### config.mk
export PLATFORM = sky130hd
export DESIGN_NAME = ring_counter_monitor
export DESIGN_NICKNAME = d
export VERILOG_FILES = /design/src/rtl/ring_counter_monitor.sv
export SDC_FILE = /design/constraint.sdc
export NUM_CORES = 1
export LEC_CHECK = 0
export ABC_AREA = 1
export ABC_CLOCK_PERIOD_IN_PS = 3150
export CAP_MARGIN = 20
export CORE_ASPECT_RATIO = 1.75
export CORE_MARGIN = 3
export CORE_UTILIZATION = 40
export DETAILED_ROUTE_END_ITERATION = 10
export GPL_TIMING_DRIVEN = 0
export PLACE_DENSITY = 0.68
export SLEW_MARGIN = 20
export SYNTH_ARGS = -nofsm -noshare
export SYNTH_HDL_FRONTEND = slang
export SYNTH_SLANG_ARGS = --single-unit
### constraint.sdc
create_clock -name clk -period 3.15 [get_ports clk]
set_clock_uncertainty 0.2 [all_clocks]
set_input_delay 0.63 -clock clk [delete_from_list [all_inputs] [get_ports clk]]
set_output_delay 0.63 -clock clk [all_outputs]
set_load 0.005 [all_outputs]
### src/rtl/ring_counter_monitor.sv
// Downstream checker for a one-hot rotate-left ring counter: tracks lock, rotations and faults.
// Optional build macro RING_MON_STICKY_ERR_EN makes FAULT absorbing until clr.
module ring_counter_monitor #(
   parameter int unsigned WIDTH    = 4,
   parameter int unsigned LOCK_CNT = 2,
   parameter int unsigned CNT_W    = 8
) (
   input  logic                       clk,
   input  logic                       rst,
   input  logic [WIDTH-1:0]           q_in,
   input  logic                       clr,
   output logic                       locked,
   output logic                       err,
   output logic                       wrap,
   output logic [$clog2(WIDTH)-1:0]   phase_idx,
   output logic [CNT_W-1:0]           rot_cnt,
   output logic [CNT_W-1:0]           err_cnt
);

   localparam int unsigned IDX_W = $clog2(WIDTH);
   localparam int unsigned RUN_W = $clog2(LOCK_CNT + 1);

   localparam logic [1:0] SEARCH = 2'd0;
   localparam logic [1:0] LOCKED = 2'd1;
   localparam logic [1:0] FAULT  = 2'd2;

   logic [1:0]       state, state_nxt;
   logic [RUN_W-1:0] run, run_nxt;
   logic [WIDTH-1:0] q_d;
   logic [WIDTH-1:0] q_exp;
   logic             legal;
   logic             err_nxt, wrap_nxt;
   logic [CNT_W-1:0] rot_nxt, errc_nxt;
   logic [IDX_W-1:0] phase_nxt;

   // A legal step is a one-hot value equal to the previous sample rotated left.
   assign q_exp = {q_d[WIDTH-2:0], q_d[WIDTH-1]};
   assign legal = $onehot(q_in) && (q_in == q_exp);

   always_ff @(posedge clk or posedge rst) begin
      if (rst) begin
         state <= SEARCH;
         run   <= '0;
      end else begin
         state <= state_nxt;
         run   <= run_nxt;
      end
   end

   always_comb begin
      state_nxt = state;
      run_nxt   = run;
      err_nxt   = 1'b0;
      wrap_nxt  = 1'b0;
      rot_nxt   = rot_cnt;
      errc_nxt  = err_cnt;
      case (state)
         SEARCH: begin
            if (legal) begin
               if (run == RUN_W'(LOCK_CNT - 1)) begin
                  state_nxt = LOCKED;
                  run_nxt   = '0;
               end else begin
                  run_nxt = run + RUN_W'(1);
               end
            end else begin
               run_nxt = '0;
            end
         end
         LOCKED: begin
            if (legal) begin
               if (q_in == WIDTH'(1)) begin
                  wrap_nxt = 1'b1;
                  rot_nxt  = rot_cnt + CNT_W'(1);
               end
            end else begin
               state_nxt = FAULT;
               err_nxt   = 1'b1;
               if (err_cnt != '1) errc_nxt = err_cnt + CNT_W'(1);
            end
         end
         FAULT: begin
            run_nxt = '0;
`ifdef RING_MON_STICKY_ERR_EN
            if (clr) state_nxt = SEARCH;
`else
            state_nxt = SEARCH;
`endif
         end
         default: begin
            state_nxt = SEARCH;
            run_nxt   = '0;
         end
      endcase
      // Clear wins over any same-cycle increment.
      if (clr) begin
         rot_nxt  = '0;
         errc_nxt = '0;
      end
   end

   always_comb begin
      phase_nxt = '0;
      if ($onehot(q_in)) begin
         for (int i = 0; i < int'(WIDTH); i++) begin
            if (q_in[i]) phase_nxt = IDX_W'(i);
         end
      end
   end

   always_ff @(posedge clk or posedge rst) begin
      if (rst) begin
         q_d       <= '0;
         locked    <= 1'b0;
         err       <= 1'b0;
         wrap      <= 1'b0;
         phase_idx <= '0;
         rot_cnt   <= '0;
         err_cnt   <= '0;
      end else begin
         q_d       <= q_in;
         locked    <= (state_nxt == LOCKED);
         err       <= err_nxt;
         wrap      <= wrap_nxt;
         phase_idx <= phase_nxt;
         rot_cnt   <= rot_nxt;
         err_cnt   <= errc_nxt;
      end
   end

endmodule

==> run_results.csv, run 1 <==
group,metric,value,unit
setup_path,r2r_cells,7,
pwr,ir_worst_vdd,0.3091,mV
synthesis,ys.flop_type,"dfrtp_1",
clocking,clockBufferDepth,2,
clocking,clock_sinks,29,
synthesis,yosysTopAreaCellShare,0.4265,
layout,insertedDiodeCount,0,
timing,rsz0062_at_grt,"no",
floorplanning,core_area,3979,µm²
worst_hold_path,min_delay_path_depth,1,
timing,max_freq,349.2,MHz
synthesis,synth_edf_count,0,
global_route,grt_pass1_wl,6.203,mm
layout,drive_above_1_share,0.1325,
setup_path,path_delay_family,"adder cells",
route,drc_errors,0,
floorplanning,io_pins,28,
timing,finalHoldViolCount,0,
status,status,"finished clean",
placed_design,hpwl,2.559,mm
timing,min_period,2.864,ns
clocking,clk_latency,0.28,ns
synthesis,ys_top_cells_by_area,"dfrtp_1 (43%), nand2_1 (15%), nor2_1 (6.6%)",
clocking,path_clk_slew,0.06,ns
flow_run,drv_cap,0,
synthesis,synth_top_cell_by_area,"dfrtp_1",
synthesis,ys_seq_area_frac,0.4265,
route,viasPerCell,4.862,
synthesis,yosysMostFrequentCell,"nand2_1",
global_route,gr-total-overflow,0,
synthesis,synth_fp_nets,226,
setup_path,crit_path_max_incr_delay,0.53,ns
pwr,powerDensity,382.6,nW/µm²
setup_path,slowest_stage,"fa_1",
placed_design,placed_area,2032,µm²
layout,area_growth,25.66,%
route,first_iter_violations,38,
floorplanning,floorplan.initialDensity,0.4277,
timing,fin_ws,0.2861,ns
setup_path,critical_path_peak_fanout,8,
setup_path,critPathMostFrequentCell,"nand2_1",
global_route,antenna_found_initial,0,
route,antenna_violating_nets_post_route,0,
clocking,cts_root_buf,"clkbuf_8",
setup_path,cp_num_cells,16,
timing,maxSlewHeadroom,0.5970,
timing,setup_viol,0,
synthesis,syn_inst,213,
synthesis,avgSynthCellArea,7.989,µm²
timing,worst_pin_slew,0.6036,ns
floorplanning,dieArea,5104,µm²
route,drtPass1Iterations,4,
setup_path,crit_arrival,2.84,ns
timing,report.final.slew_viol_count,0,
floorplanning,num_rows,30,
placed_design,pre_cts_ws,-0.3441,ns
floorplanning,die_h,92.28,µm
timing,fin_crit_sh,0.9092,
clocking,cts_max_level,2,
layout,stdcell_area,2138,µm²
synthesis,synth-seq-cells,29,
setup_path,path_cells,"dlygate4sd2_1, inv_2, fa_1, inv_1, ha_1, ha_1, inv_1, nand2_1, nor2_2, nand2_1, nor2_4, nand2_4, nand2_4, nand2_4, nand2_1, nand2_1",
floorplanning,die_x,55.31,µm
synthesis,ys_types,25,
synthesis,syn-cell-area,1702,µm²
route,wl_per_cell,11.73,µm
global_route,grt_pass1_vias,1399,
route,vias,1444,
setup_path,path_class,"in2reg",
synthesis,yosys_warnings,0,
global_route,grt_max_degree,30,
setup_path,end_kind,"flop",
setup_path,worst_setup_path_start_kind,"primary input",
global_route,grt_use_total,0.1533,
clocking,cts_tree,"done",
synthesis,yosys-top-cells-count,"nand2_1 (66), nor2_1 (30), dfrtp_1 (29)",
placed_design,gp_congestion,0.8346,
synthesis,async_flop_share,1.000,
setup_path,cp_num_buf_inv,4,
layout,nets,261,
pwr,leakage,1.081,nW
route,wl,3.483,mm
placed_design,port_buffers,27,
clocking,cts_buffers,5,
worst_hold_path,worstHoldPathType,"in2reg",
setup_path,crit_required,3.12,ns
[final timing paths]
path / start / endpoint / slack, ns
max in group asynchronous: rst / err_cnt[1] / 1.81
setup reg to reg: err_cnt[0] / err_cnt[7] / 1.47
hold / removal: q_in[1] / q_d[1] / 0.33
min in group asynchronous: rst / err_cnt[7] / 0.54
hold reg to reg: run[1] / run[1] / 0.33
setup / recovery: q_in[0] / rot_cnt[2] / 0.29
[placed cells by master, fill, tap and decap left out, types with 2 or more instances in the layout]
| cell type | Yosys | layout |
|---|---|---|
| clkbuf_1 | 1 | 2 |
| clkbuf_8 | 0 | 5 |
| clkdlybuf4s50_1 | 0 | 24 |
| clkinv_2 | 0 | 2 |
| dfrtp_1 | 29 | 29 |
| dlymetal6s2s_1 | 0 | 2 |
| ha_1 | 5 | 5 |
| inv_1 | 20 | 18 |
| inv_2 | 6 | 8 |
| nand2_1 | 66 | 66 |
| nand2_2 | 3 | 3 |
| nand2_4 | 3 | 3 |
| nand3_1 | 11 | 11 |
| nand3_4 | 3 | 3 |
| nand4_1 | 14 | 14 |
| nor2_1 | 30 | 30 |
| nor2_2 | 2 | 2 |
| nor2_4 | 2 | 2 |
| o21ai_0 | 3 | 3 |
| o21ai_1 | 2 | 2 |
| xor2_1 | 5 | 5 |
[cell families (layout without fill, tap and decap cells)]
family,count (synthesis),after routing,share of synthesized area
AO/OA/AOI/OAI,8,8,0.03383
XOR/XNOR,6,6,0.03088
adder cells (fa/ha/maj),6,6,0.04853
buffers and inverters,28,64,0.06985
flip-flops,29,29,0.4265
AND/OR/NAND/NOR,136,136,0.3904
[layer usage]
layer,vias up,share of wire,global-route usage
met4,0,0.025,0.07911
li1,744,-,-
met1,673,0.41,0.1618
met3,6,0.028,0.03521
met2,21,0.54,0.2767
met5,-,0,0
[power by group]
group	leakage (nW)	total, mW	switching (mW)	internal, mW
clock network	0.0450	0.294	0.142	0.153
logic	0.645	0.121	0.0646	0.0563
registers	0.391	0.403	0.0150	0.388
[sequential cells by signal (all words and copies together) (netlist names)]
name / count
state: 2
locked: 1
run: 2
err: 1
phase_idx: 2
err_cnt: 8
wrap: 1
q_d: 4
rot_cnt: 8
[metrics by stage]
step | hold WS [ns] | instances | setup TNS (ns) | power (mW) | util
2_1_floorplan | 0.2722 | 213 | 0 | 0.4777 | -
3_3_place_gp | 0.3043 | 288 | -5.072 | 0.5281 | 0.5107
3_5_place_dp | 0.3158 | 288 | -5.972 | 0.5306 | 0.5107
4_1_cts | 0.3323 | 297 | 0 | 0.8314 | 0.5362
5_1_grt | 0.3372 | 297 | 0 | 0.8642 | 0.5374
6_report | 0.3287 | 297 | 0 | 0.8181 | 0.5374
[area by class of cell]
| class | instances | area (µm²) |
|---|---|---|
| clock inverter | 2 | 10.01 |
| tap | 48 | 60.06 |
| sequential | 29 | 725.7 |
| fill | 404 | 1841 |
| clock buffer | 6 | 72.57 |
| buffer | 1 | 3.754 |
| multi-input combinational | 156 | 857.1 |
| inverter | 27 | 115.1 |
| timing repair buffer | 28 | 294.0 |
[timing repair]
action	in CTS	in global routing
gates resized for setup	2	2
setup endpoints to repair	8	20
buffers inserted	1	0
hold buffers	0	0
pin swaps	2	1
Note: power is estimated with default switching activity, not from simulation.
==> run 2, diff against run 1 <==
--- a/config.mk
+++ b/config.mk
@@ -7,7 +7,7 @@
 export LEC_CHECK = 0
 export ABC_AREA = 1
 export ABC_CLOCK_PERIOD_IN_PS = 3150
-export CAP_MARGIN = 20
+export CAP_MARGIN = 0
 export CORE_ASPECT_RATIO = 1.75
 export CORE_MARGIN = 3
 export CORE_UTILIZATION = 40
==> results of run 2 <==
Same layout as run 1: the final DEF is identical, and so are final timing and power.
==> run 3, diff against run 2 <==
--- a/config.mk
+++ b/config.mk
@@ -7,7 +7,6 @@
 export LEC_CHECK = 0
 export ABC_AREA = 1
 export ABC_CLOCK_PERIOD_IN_PS = 3150
-export CAP_MARGIN = 0
 export CORE_ASPECT_RATIO = 1.75
 export CORE_MARGIN = 3
 export CORE_UTILIZATION = 40
==> results of run 3 <==
Same layout as run 1: the final DEF is identical, and so are final timing and power.
